==> src/rtl/gcbp_luma_frontend.sv <==
// rtl/gcbp_luma_frontend.sv - luma extraction and line/frame sideband for the GCBP stage
//
// Purpose:
//   Pulls 8-bit Y out of a YCbCr 4:2:2 stream framed by DE/VSYNC and presents it as
//   9-bit luma with one cycle of latency. Counts pixels and lines, emits the
//   line_ready / line_cnt / new_frame sideband, and flags short/long lines and
//   frames restarted before all lines arrived.
//
// Ports:
//   i_clk              pixel clock, rising edge
//   i_reset            asynchronous reset, active-high
//   i_pix_data[15:0]   YCbCr 4:2:2 word, Y at [C_LUMA_LSB+7:C_LUMA_LSB]
//   i_pix_valid        i_pix_data valid this cycle
//   i_de               data enable, high during an active line
//   i_vsync            vertical sync, rising edge starts a frame
//   o_luma_data[8:0]   {1'b0, Y}
//   o_luma_data_valid  o_luma_data valid this cycle
//   o_line_ready       1-cycle pulse after a complete line
//   o_line_cnt[8:0]    index of line being streamed / just completed
//   o_new_frame        1-cycle pulse at frame start
//   o_line_err         with o_line_ready when the pixel count was wrong
//   o_frame_err        with o_new_frame when VSYNC rose mid-frame

module gcbp_luma_frontend #(
  parameter int C_PIXELS_PER_LINE = 640,
  parameter int C_LINES_PER_FRAME = 480,
  parameter int C_LUMA_LSB        = 8
) (
  input  logic        i_clk,
  input  logic        i_reset,
  input  logic [15:0] i_pix_data,
  input  logic        i_pix_valid,
  input  logic        i_de,
  input  logic        i_vsync,
  output logic [8:0]  o_luma_data,
  output logic        o_luma_data_valid,
  output logic        o_line_ready,
  output logic [8:0]  o_line_cnt,
  output logic        o_new_frame,
  output logic        o_line_err,
  output logic        o_frame_err
);

  localparam logic [9:0] PIX_LEN   = 10'(C_PIXELS_PER_LINE);
  localparam logic [9:0] LAST_LINE = 10'(C_LINES_PER_FRAME - 1);
  localparam logic [9:0] PIX_SAT   = 10'h3FF;

  typedef enum logic [1:0] {
    S_WAIT_FRAME = 2'd0,
    S_WAIT_LINE  = 2'd1,
    S_ACTIVE     = 2'd2
  } state_t;

  state_t      state_q, state_d;
  logic        vsync_q, de_q;
  logic [9:0]  pix_cnt_q, pix_cnt_d;
  logic [8:0]  line_cnt_q, line_cnt_d;
  logic [8:0]  luma_q, luma_d;
  logic        luma_valid_q, luma_valid_d;
  logic        line_ready_q, line_ready_d;
  logic        line_err_q, line_err_d;
  logic        new_frame_q, new_frame_d;
  logic        frame_err_q, frame_err_d;

  logic        vsync_rise, de_fall, accept, line_end, last_line;
  logic [7:0]  luma_y;
  logic        unused_pix_bits;

  assign luma_y          = i_pix_data[C_LUMA_LSB+7:C_LUMA_LSB];
  // Chroma bytes are deliberately discarded.
  assign unused_pix_bits = ^i_pix_data;

  assign vsync_rise = i_vsync & ~vsync_q;
  assign de_fall    = ~i_de & de_q;
  // A frame restart takes precedence over any pixel or line end in the same cycle.
  assign accept     = i_de & i_pix_valid & (state_q != S_WAIT_FRAME) & ~vsync_rise;
  assign line_end   = (state_q == S_ACTIVE) & de_fall & ~vsync_rise;
  assign last_line  = ({1'b0, line_cnt_q} == LAST_LINE);

  // State register
  always_ff @(posedge i_clk or posedge i_reset) begin
    if (i_reset) begin
      state_q <= S_WAIT_FRAME;
    end else begin
      state_q <= state_d;
    end
  end

  // Next-state logic
  always_comb begin
    state_d = state_q;
    if (vsync_rise) begin
      state_d = S_WAIT_LINE;
    end else begin
      case (state_q)
        S_WAIT_FRAME: state_d = S_WAIT_FRAME;
        S_WAIT_LINE:  if (i_de && i_pix_valid) state_d = S_ACTIVE;
        S_ACTIVE:     if (de_fall) state_d = last_line ? S_WAIT_FRAME : S_WAIT_LINE;
        default:      state_d = S_WAIT_FRAME;
      endcase
    end
  end

  // Output / counter next-state logic
  always_comb begin
    luma_d       = luma_q;
    luma_valid_d = 1'b0;
    line_ready_d = line_end;
    line_err_d   = line_end & (pix_cnt_q != PIX_LEN);
    new_frame_d  = vsync_rise;
    frame_err_d  = vsync_rise & (state_q != S_WAIT_FRAME);
    pix_cnt_d    = pix_cnt_q;
    line_cnt_d   = line_cnt_q;

    if (vsync_rise) begin
      pix_cnt_d  = 10'd0;
      line_cnt_d = 9'd0;
    end else begin
      // line_cnt advances only after its ready pulse has been seen, and parks
      // on the last index until the next frame start.
      if (line_ready_q && !last_line) begin
        line_cnt_d = line_cnt_q + 9'd1;
      end
      if (line_end) begin
        pix_cnt_d = 10'd0;
      end else if (accept) begin
        if (pix_cnt_q < PIX_LEN) begin
          luma_d       = {1'b0, luma_y};
          luma_valid_d = 1'b1;
        end
        // Overlong lines keep counting so the error check sees them.
        if (pix_cnt_q != PIX_SAT) begin
          pix_cnt_d = pix_cnt_q + 10'd1;
        end
      end
    end
  end

  // Datapath registers
  always_ff @(posedge i_clk or posedge i_reset) begin
    if (i_reset) begin
      vsync_q      <= 1'b0;
      de_q         <= 1'b0;
      pix_cnt_q    <= 10'd0;
      line_cnt_q   <= 9'd0;
      luma_q       <= 9'd0;
      luma_valid_q <= 1'b0;
      line_ready_q <= 1'b0;
      line_err_q   <= 1'b0;
      new_frame_q  <= 1'b0;
      frame_err_q  <= 1'b0;
    end else begin
      vsync_q      <= i_vsync;
      de_q         <= i_de;
      pix_cnt_q    <= pix_cnt_d;
      line_cnt_q   <= line_cnt_d;
      luma_q       <= luma_d;
      luma_valid_q <= luma_valid_d;
      line_ready_q <= line_ready_d;
      line_err_q   <= line_err_d;
      new_frame_q  <= new_frame_d;
      frame_err_q  <= frame_err_d;
    end
  end

  assign o_luma_data       = luma_q;
  assign o_luma_data_valid = luma_valid_q;
  assign o_line_ready      = line_ready_q;
  assign o_line_cnt        = line_cnt_q;
  assign o_new_frame       = new_frame_q;
  assign o_line_err        = line_err_q;
  assign o_frame_err       = frame_err_q;

endmodule
==> config.mk <==
export PLATFORM = sky130hd
export DESIGN_NAME = gcbp_luma_frontend
export DESIGN_NICKNAME = d
export VERILOG_FILES = /design/src/rtl/gcbp_luma_frontend.sv
export SDC_FILE = /design/constraint.sdc
export NUM_CORES = 1
export LEC_CHECK = 0
export ABC_AREA = 1
export BUFFER_PORTS_ARGS = -buffer_cell sky130_fd_sc_hd__buf_4
export CORE_UTILIZATION = 49
export CTS_CLUSTER_SIZE = 20
export DETAILED_ROUTE_END_ITERATION = 6
export PLACE_DENSITY_LB_ADDON = 0.25
export SKIP_CTS_REPAIR_TIMING = 1
export SYNTH_ARGS = -nofsm -noshare
export SYNTH_HDL_FRONTEND = slang
export SYNTH_SLANG_ARGS = --single-unit
==> constraint.sdc <==
create_clock -name i_clk -period 2.1 [get_ports i_clk]
set_input_delay 0.42 -clock i_clk [delete_from_list [all_inputs] [get_ports i_clk]]
set_output_delay 0.42 -clock i_clk [all_outputs]
set_load 0.005 [all_outputs]
==> reports/qor_table.md <==
| Parameter | This run | Unit |
|:---|:---|:---|
| Outcome | finished, final reports clean | - |
| Final-layout setup total negative slack | 0 | ns |
| Count of vias placed by the detailed router | 1,702 | - |
| Highest achievable clock rate | 636.6 | MHz |
| Post-synthesis sequential element count | 36 | - |
| Int Power | 1.518 | mW |
| Global router's overall resource usage | 0.2013 | - |
| Critical path start-end classification | register to register | - |
| Max Cap Viol | 0 | - |
| Slowest cell on the critical path | dfrtp_1 | - |
| Switching part of the total power | 0.3341 | - |
| Ratio of total power to cell area | 942.4 | nW/µm² |
| Most used standard cell by instance count after synthesis | nand2_1 | - |
| Detailed-route wire length per cell | 11.18 | µm |
| Effective utilization at floorplan | 0.5280 | - |
| Count of antenna diodes in the layout | 0 | - |
| Final weighted congestion in routability-driven placement | 0.7952 | - |
| Share of the clock period used by the worst path after layout | 0.7480 | - |
| Area of the die | 4353 | µm² |
| Total nets after synthesis | 280 | - |
| Total leakage power | 1.302 | nW |
| Slew Viols, Final | 0 | - |
| Final setup violation count | 0 | - |
| Clock Power Share | 0.267 | - |
| Cell type with the largest total area after synthesis | dfrtp_1 | - |
| CTS clock-pin slew for the worst setup and hold paths | 0.08 | ns |
| Per-cell via count in the routed design | 4.962 | - |
| Cell count of the worst reg-to-reg path | 8 | - |
| Insertion delay of the later-clocked pin in the worst-skew pair | 0.29 | ns |
| Hold/Removal Path Class | input pin to asynchronous set/reset pin | - |
| Number of fill cells | 335 | - |
| Worst clock skew on the final layout | 0.006798 | ns |
| FF/Latch Area | 900.9 | µm² |
| Number of enable flip-flop cells after synthesis | 0 | - |
| Cells after synthesis | 256 | - |
| Post-Synthesis Cell Area | 2006 | µm² |
| Final Routed Wirelength | 3834 | µm |
| Synth warnings | 0 | - |
| Antenna Nets Post-Route | 0 | - |
| Num rows | 22 | - |
| Sw Pwr | 0.7615 | mW |
| Maximum number of pins on one net before global-route repair | 37 | - |
| Wire length of the first global-routing pass | 6644 | µm |
| Count of pins on the block boundary | 44 | - |
| Root buf cell | clkbuf_8 | - |
| Critical path startpoint category | register | - |
| Average cell area after synthesis | 7.835 | µm² |
| Most used flip-flop cell after synthesis | dfrtp_1 | - |
| Antenna violations before repair | 0 | - |
| Highest net fanout along the worst path | 9 | - |
| Async set-reset flop share out of synthesis | 1.000 | - |
| Synth area leaders | dfrtp_1 (45%), nand2_1 (17%), nand3_1 (5.5%), inv_1 (5.1%), nor2_1 (3.9%) | - |
| CTS H-tree depth | 2 | - |
| TritonCTS buffer count | 5 | - |
| Die boundary height | 65.98 | µm |
| Core ar. | 3799 | µm² |
| Final HPWL from detailed placement | 2777 | µm |
| Via count of the first global-routing pass | 1,541 | - |
| Setup repair after global routing missed its margin | false | - |
| Total gr overflow | 0 | - |
| Peak supply drop | 0.0005609 | V |
| Clock tree from TritonCTS | done | - |
| Critical path data arrival time | 1.75 | ns |
| Final Hold Viols | 0 | - |
| Cells along the critical path | ha_1, inv_1, nor2_4, nand4_4, nand2_4, nand2_2, nand2_1, nand2_1 | - |
| Number of design-rule violations left by the first detailed-router iteration | 73 | - |
| Min Clock Period, post-route | 1.571 | ns |
| Port Buf Inserts | 34 | - |
| Share of total power in combinational logic | 0.299 | - |
| Sequential share of power | 0.434 | - |
| Deepest clock path buffer count | 2 | - |
| Fraction of layout instances using a drive strength above 1 | 0.2339 | - |
| Area fraction of the dominant cell type after synthesis | 0.4492 | - |
| Area of the multi-input gates | 955.9 | µm² |
| Most frequent cells after synthesis | nand2_1 (89), dfrtp_1 (36), inv_1 (27), nand3_1 (22), nor2_1 (21) | - |
| CP required | 2.28 | ns |
| Post-synthesis cell type count | 31 | - |
| Number of nets at the end of the flow | 318 | - |
| Most repeated library cell on the critical path | nand2_1 | - |
| Synthesis-to-layout area growth | 20.59 | % |
| Remaining routing DRC violations | 0 | - |
| Crit path largest cell delay | 0.43 | ns |
| Number of detailed-routing iterations run before antenna repair | 4 | - |
| # clock sinks | 36 | - |
| Fraction of the yosys area taken by sequential cells | 0.4492 | - |
| Endpoint class of the critical path | register | - |
| Die boundary width | 65.98 | µm |
| Worst Hold Slack | 0.2304 | ns |
metrics by stage:
stage	util	power (mW)	std cells	cell area, µm²	setup slack [ns]
after floorplan	-	1.412	256	2006	0.7515
after global placement	0.6074	1.669	335	2307	0.4663
after detailed placement	0.6074	1.689	335	2307	0.4420
after CTS	0.6367	2.302	343	2419	0.5207
after global routing	0.6367	2.441	343	2419	0.3757
final	0.6367	2.279	343	2419	0.5293
power by group through the flow:
stage	Sequential [mW]	Clock, mW	Combinational, mW
after detailed placement	0.999	0	0.690
after floorplan	0.977	0	0.435
after global routing	1.01	0.650	0.780
after CTS	0.989	0.623	0.691
after global placement	0.999	0	0.670
final	0.989	0.609	0.681
sequential cells by signal (all words and copies together) (netlist names):
register	flops
o_new_frame	1
o_line_err	1
o_frame_err	1
o_luma_data	8
o_luma_data_valid	1
o_line_cnt	9
state_q	2
o_line_ready	1
pix_cnt_q	10
vsync_q	1
de_q	1
critical path: cells and delay by family, from the launching register on:
kind	cells	cell delay (ns)
adders and majority gates	1	0.24
DFF	1	0.43
and+or+nand+nor	6	0.70
buffers and inverters	1	0.09
area by class of cell:
cell class | count | share of cell area
multi-input cells | 184 | 0.3952
flip-flops and latches | 36 | 0.3725
repair buffers | 35 | 0.1086
inverters | 32 | 0.05277
clock buffers | 5 | 0.02845
well taps | 48 | 0.02483
clock inverters | 3 | 0.01759
routing by layer:
metal | vias to the layer above | GRT usage | routed length (µm)
met5 | - | 0 | 0
met4 | 0 | 0.09043 | 55
li1 | 875 | - | -
met1 | 784 | 0.2464 | 1780
met2 | 37 | 0.3431 | 1855
met3 | 6 | 0.03621 | 143
final timing paths:
check | from | to | slack [ns]
worst max-delay path | o_line_cnt[1]$_DFFE_PP0P_ | o_line_cnt[6]$_DFFE_PP0P_ | 0.53
worst min-delay path | i_reset | o_new_frame$_DFF_PP0_ | 0.23
worst max register to register | o_line_cnt[1]$_DFFE_PP0P_ | o_line_cnt[6]$_DFFE_PP0P_ | 0.53
worst min register to register | o_luma_data[0]$_DFFE_PP0P_ | o_luma_data[0]$_DFFE_PP0P_ | 0.49
max in group asynchronous | i_reset | o_line_cnt[5]$_DFFE_PP0P_ | 1.55
min in group i_clk | i_vsync | vsync_q$_DFF_PP0_ | 0.25
cell families (layout without fill, tap and decap cells):
family / count (synthesis) / after routing / share of synthesized area
buffers and inverters: 36 / 75 / 0.07424
DFF: 36 / 36 / 0.4492
and+or+nand+nor: 165 / 165 / 0.4036
AOI/OAI and AO/OA: 11 / 11 / 0.03494
other: 1 / 1 / 0.001870
adders and majority gates: 3 / 3 / 0.01872
xor gates and xnor gates: 4 / 4 / 0.01747
layout by cell type (no fill, tap or decap), drive strengths merged:
cell / instances
clkinv: 1
o21ai: 4
a21oi: 5
nand4: 11
or2: 1
nand3: 23
clkbuf: 5
ha: 3
conb: 1
nand2: 99
buf: 35
nand3b: 1
dfrtp: 36
o21bai: 1
nor3: 2
xor2: 4
clkinvlp: 1
nor2: 28
inv: 32
bufinv: 1
a31oi: 1
No activity file was read; power rests on OpenSTA's default activity.
